`config.mk`:
```
export PLATFORM = sky130hd
export DESIGN_NAME = sa_share_arbiter
export DESIGN_NICKNAME = d
export VERILOG_FILES = /design/src/rtl/sa_share_arbiter.sv
export SDC_FILE = /design/constraint.sdc
export NUM_CORES = 1
export LEC_CHECK = 0
export ABC_AREA = 1
export CAP_MARGIN = 20
export CELL_PAD_IN_SITES_DETAIL_PLACEMENT = 1
export CELL_PAD_IN_SITES_GLOBAL_PLACEMENT = 1
export CORE_UTILIZATION = 30
export DETAILED_ROUTE_END_ITERATION = 7
export GPL_ROUTABILITY_DRIVEN = 0
export GPL_TIMING_DRIVEN = 0
export PLACE_DENSITY_LB_ADDON = 0.1
export SLEW_MARGIN = 20
export SYNTH_ARGS = -nofsm -noshare
export SYNTH_HDL_FRONTEND = slang
export SYNTH_SLANG_ARGS = --single-unit
```
`constraint.sdc`:
```
create_clock -name I_CLK -period 4 [get_ports I_CLK]
set_clock_uncertainty 0.05 [all_clocks]
set_input_delay 0.6 -clock I_CLK [delete_from_list [all_inputs] [get_ports I_CLK]]
set_output_delay 0.6 -clock I_CLK [all_outputs]
set_load 0.1 [all_outputs]
```
`src/rtl/sa_share_arbiter.sv`:
```
// Round-robin sharing of one systolic-array wrapper between N_REQ head
// controllers: queues start pulses, grants the array, issues the SA start,
// routes completion back, and aborts a job whose completion never arrives.
module sa_share_arbiter #(
  parameter int N_REQ   = 4,
  parameter int IDX_W   = $clog2(N_REQ),
  parameter int TIMEOUT = 1024,
  parameter int TO_W    = $clog2(TIMEOUT + 1)
) (
  input  logic             I_CLK,
  input  logic             I_ASYN_RSTN,
  input  logic             I_SYNC_RSTN,
  input  logic [N_REQ-1:0] I_REQ_START,
  input  logic             I_SA_VLD,
  output logic             O_SA_START,
  output logic [IDX_W-1:0] O_GRANT_IDX,
  output logic [N_REQ-1:0] O_GRANT_OH,
  output logic [N_REQ-1:0] O_REQ_VLD,
  output logic [N_REQ-1:0] O_PENDING,
  output logic             O_BUSY,
  output logic [N_REQ-1:0] O_TIMEOUT_ERR
);

  typedef enum logic [1:0] {
    S_IDLE,
    S_ISSUE,
    S_WAIT,
    S_GAP
  } state_t;

  state_t           state;
  logic [IDX_W-1:0] last_grant;
  logic [TO_W-1:0]  watchdog;

  logic             sel_found;
  logic [IDX_W-1:0] sel_idx;
  logic [N_REQ-1:0] sel_oh;
  int unsigned      cand;

  // Pick the first pending head after last_grant, wrapping modulo N_REQ.
  always_comb begin
    sel_found = 1'b0;
    sel_idx   = '0;
    cand      = 0;
    for (int unsigned i = 1; i <= unsigned'(N_REQ); i++) begin
      cand = (32'(last_grant) + i) % unsigned'(N_REQ);
      if (!sel_found && O_PENDING[cand[IDX_W-1:0]]) begin
        sel_found = 1'b1;
        sel_idx   = cand[IDX_W-1:0];
      end
    end
    sel_oh = N_REQ'(1) << sel_idx;
  end

  // Control FSM with request queue, watchdog and all registered outputs.
  always_ff @(posedge I_CLK or negedge I_ASYN_RSTN) begin
    if (!I_ASYN_RSTN) begin
      state         <= S_IDLE;
      last_grant    <= IDX_W'(N_REQ - 1);
      watchdog      <= '0;
      O_SA_START    <= 1'b0;
      O_GRANT_IDX   <= '0;
      O_GRANT_OH    <= '0;
      O_REQ_VLD     <= '0;
      O_PENDING     <= '0;
      O_BUSY        <= 1'b0;
      O_TIMEOUT_ERR <= '0;
    end else if (!I_SYNC_RSTN) begin
      state         <= S_IDLE;
      last_grant    <= IDX_W'(N_REQ - 1);
      watchdog      <= '0;
      O_SA_START    <= 1'b0;
      O_GRANT_IDX   <= '0;
      O_GRANT_OH    <= '0;
      O_REQ_VLD     <= '0;
      O_PENDING     <= '0;
      O_BUSY        <= 1'b0;
      O_TIMEOUT_ERR <= '0;
    end else begin
      O_SA_START <= 1'b0;
      O_REQ_VLD  <= '0;
      O_PENDING  <= O_PENDING | I_REQ_START;
      case (state)
        S_IDLE: begin
          if (sel_found) begin
            O_GRANT_IDX <= sel_idx;
            O_GRANT_OH  <= sel_oh;
            last_grant  <= sel_idx;
            // Clear beats a coincident start only for the head being granted.
            O_PENDING   <= (O_PENDING | I_REQ_START) & ~sel_oh;
            O_BUSY      <= 1'b1;
            state       <= S_ISSUE;
          end
        end
        S_ISSUE: begin
          O_SA_START <= 1'b1;
          watchdog   <= '0;
          state      <= S_WAIT;
        end
        S_WAIT: begin
          if (I_SA_VLD) begin
            O_REQ_VLD <= O_GRANT_OH;
            O_BUSY    <= 1'b0;
            state     <= S_GAP;
          end else if (watchdog == TO_W'(TIMEOUT - 1)) begin
            O_TIMEOUT_ERR <= O_TIMEOUT_ERR | O_GRANT_OH;
            O_BUSY        <= 1'b0;
            state         <= S_GAP;
          end else begin
            watchdog <= watchdog + 1'b1;
          end
        end
        S_GAP: begin
          O_GRANT_OH <= '0;
          state      <= S_IDLE;
        end
        default: state <= S_IDLE;
      endcase
    end
  end

endmodule
```
==> parameters.txt <==
Parameter                              Value

CTS
  Post-CTS sizing ... 0
  Clock tree from TritonCTS ... built
  Num CTS Buffers ... 5
  CTS H-tree lvls ... 2
  Library cell used as clock root buffer ... clkbuf_8
  Clock tree buffer depth ... 2
  CTS hold repair buffers ... 0
  Post-CTS Repair Setup Buffers ... 0
  Clk sinks ... 35
  Clock-pin slew reported for the worst setup and hold paths after clock tree synthesis ... approximately 0.08 ns
  Worst skew pair latency ... roughly 0.29 ns

Die
  # rows ... 30
  Die outline height ... roughly 85 um
  Number of primary I/O pins ... 28
  Placeable Area ... 6760 um2
  Die X-Extent ... 85.4 um
  Effective utilization at floorplan ... 0.309
  Overall die area ... 7290 um2

Global routing
  Number of antenna violations at the first check in global routing ... 0
  Overflow left after global routing ... 0
  Total global-route track usage ... 0.171
  First-pass GRT wire length ... around 9.6 mm
  Vias in the first global route ... a little under 2,000
  Largest net degree at the start of global routing ... 29

Critical path
  Endpoint class of the critical path ... output pin
  Worst Path Max Fanout ... 5
  Cells along the critical path ... clkdlybuf4s50_1
  Worst path bufs/invs ... 1
  Critical Path Source Type ... register
  Launching point of the worst reg2reg path ... state[0]
  Launching instance or port of the critical path ... O_PENDING[3]
  Slowest-stage cell, CP ... clkdlybuf4s50_1
  Arr. time, crit path ... around 1.9 ns
  Number of cells on the critical path ... 1
  Capture point of the critical path ... O_PENDING[3]
  Register-to-register setup slack ... slightly below 2 ns
  Crit path required time ... between 3 and 4 ns
  Crit Reg-Reg Endpoint ... watchdog[1]
  Kind of cell adding the most delay to the critical path ... buffers and inverters
  Highest cell delay on the worst timing path ... approximately 1.2 ns
  Cells on worst reg2reg path ... 9
  Type of the worst setup path ... register to output pin

Timing
  Actual slew at the worst max-slew pin ... 0.972 ns
  Endpoints failing setup ... 0
  Post-layout minimum cycle time ... ~2.5 ns
  Total count of hold-check failures in the final report ... 0
  Max Slew Vio Count ... 0
  Peak Freq ... between 300 and 400 MHz
  Final-layout setup total negative slack ... 0 ns
  RSZ-0062 raised after global routing ... false
  Fraction of the cycle the final worst path needs ... 0.636
  Setup slack of the critical path after layout ... between 1 and 1.5 ns
  Rel. slew slack ... 0.350

Synth
  FF+latch count, synth ... 35
  Area share of the largest cell type after synthesis ... 0.396
  Post-Syn Nets ... 292
  Synth top area cells ... dfrtp_1 (40%), nand2_1 (14%), nand3_1 (6.2%)
  Main flop type after synthesis ... dfrtp_1
  Cell type contributing the most total cell area after synthesis ... dfrtp_1
  Synth async-reset ratio ... 1.00
  Number of flops mapped to enable cells by yosys ... 0
  Part of the Yosys area used for sequential elements ... 0.421
  Gate count after technology mapping ... 278
  Yosys warning total ... 0
  Synth unique cells ... 31
  Average cell area after synthesis ... between 7 and 8 um2
  Mapped Area ... 2080 um2

Cells and area
  Share of layout cells above drive strength 1 ... 0.121
  Post-Layout Inst Area ... approximately 2600 um2
  Area growth, synth to finish ... 23.9%
  Diodes inserted ... 0
  Final net count ... between 300 and 400
  Layout fillers ... about 840

Route
  Final routed wire length divided by cell count ... 13.8 um
  Number of DRC markers after the initial detailed-route iteration ... 77
  Wire length after detailed routing ... between 5 and 6 mm
  Post-DRT Antenna Nets ... 0
  Vias ... 1,860
  Iteration count of the initial detailed-routing pass ... 3
  Final routed DRC violation total ... 0
  Detail-routed via count per cell ... roughly 4.7

Place
  Worst setup slack after placement ... ~1.4 ns
  Detailed Place HPWL ... just over 4 mm
  Total cell area at the placement stage ... 2470 um2
  Count of input and output buffers ... 27

Power
  Static Leak ... between 1 and 1.5 nW
  Total power density per cell area ... about 800 nW/um2
  Worst IR drop on VDD ... 262 uV

Min path
  Worst min path class ... primary input to asynchronous set/reset pin

Run
  Max Cap Viol ... 0

Status
  Run status ... complete, no violations
==> report_power, final <==
group | leakage [nW] | switching, mW | internal (mW) | total, mW
Clock | 0.0581 | 0.141 | 0.186 | 0.327
Combinational | 0.701 | 0.946 | 0.337 | 1.28
Sequential | 0.470 | 0.0727 | 0.433 | 0.505
Total | 1.23 | 1.16 | 0.955 | 2.12
==> synth_stat cells (2+ instances only) <==
cell type  count
nand4_1        7
inv_1         31
dfrtp_1       33
clkbuf_1       3
o21ai_0       19
ha_1           6
dfstp_2        2
o21bai_1       2
nand2_1       79
nor3_1         3
nand3_1       26
nor2_1        24
o21ai_1        8
nand2_4        5
a21oi_1        3
xor2_1         2
nand2_2        8
inv_2          4
==> final cells by class <==
cell class	count	area, um2	area share
clock buffers	5	68.8	0.0266
repair buffers	28	285	0.110
multi-input cells	202	1040	0.403
inverters	36	135	0.0523
clock inverters	3	43.8	0.0170
plain buffers	5	30.0	0.0116
well taps	80	100	0.0388
flip-flops and latches	35	878	0.340
==> through the flow <==
stage | utilization | power (mW) | hold slack (ns) | cells
floorplan | - | 1.51 | 0.254 | 278
global placement | 0.363 | 1.80 | 0.439 | 385
detailed placement | 0.366 | 1.82 | 0.422 | 386
CTS | 0.382 | 2.15 | 0.103 | 394
global route | 0.382 | 2.28 | 0.0987 | 394
finish | 0.382 | 2.12 | 0.100 | 394
==> cell usage in the layout (no fill, tap or decap), types with 2 or more instances in the layout <==
master,instances
nand3_1,26
clkbuf_8,5
nand2_1,79
nand2_4,5
nor3_1,3
inv_2,4
dfstp_2,2
nand2_2,8
o21ai_1,8
a21oi_1,3
clkbuf_1,3
nor2_1,24
ha_1,6
nand4_1,7
o21ai_0,19
o21bai_1,2
xor2_1,2
inv_1,31
clkdlybuf4s50_1,26
dfrtp_1,33
==> sequential cells by signal, summed over array words and instances (netlist names) <==
| name | flops |
|---|---|
| watchdog | 11 |
| O_PENDING | 4 |
| O_TIMEOUT_ERR | 4 |
| O_REQ_VLD | 4 |
| state | 2 |
| O_SA_START | 1 |
| O_BUSY | 1 |
| O_GRANT_IDX | 2 |
| O_GRANT_OH | 4 |
| last_grant | 2 |
==> routing by layer <==
metal  GRT usage  vias to the layer above  share of wire
met2       0.299                       12           0.51
met3      0.0292                        6          0.015
met4      0.0500                        0          0.013
li1            -                      962              -
met1       0.217                      880           0.46
met5           0                        -              0
==> logic make-up (layout without fill, tap and decap cells) <==
group                    after synthesis  in the layout  share of synthesized area
XOR/XNOR                               2              2                    0.00840
adder cells (fa/ha/maj)                6              6                     0.0360
AND/OR/NAND/NOR                      159            159                      0.363
buffers and inverters                 41             77                     0.0792
flip-flops                            35             35                      0.421
AO/OA/AOI/OAI                         35             35                     0.0918
==> how the worst min path moves through the flow <==
stage | slack (ns) | depth (start not counted) | from | endpoint
after global routing | 0.1 | 1 | I_ASYN_RSTN | O_TIMEOUT_ERR[2]
final | 0.10 | 1 | I_ASYN_RSTN | O_TIMEOUT_ERR[2]
after floorplan | 0.25 | 0 | I_ASYN_RSTN | O_BUSY
after CTS | 0.10 | 1 | I_ASYN_RSTN | O_TIMEOUT_ERR[2]
after global placement | 0.44 | 2 | watchdog[4] | watchdog[4]
after detailed placement | 0.42 | 1 | I_ASYN_RSTN | O_TIMEOUT_ERR[2]
Note: power is estimated with default switching activity, not from simulation.
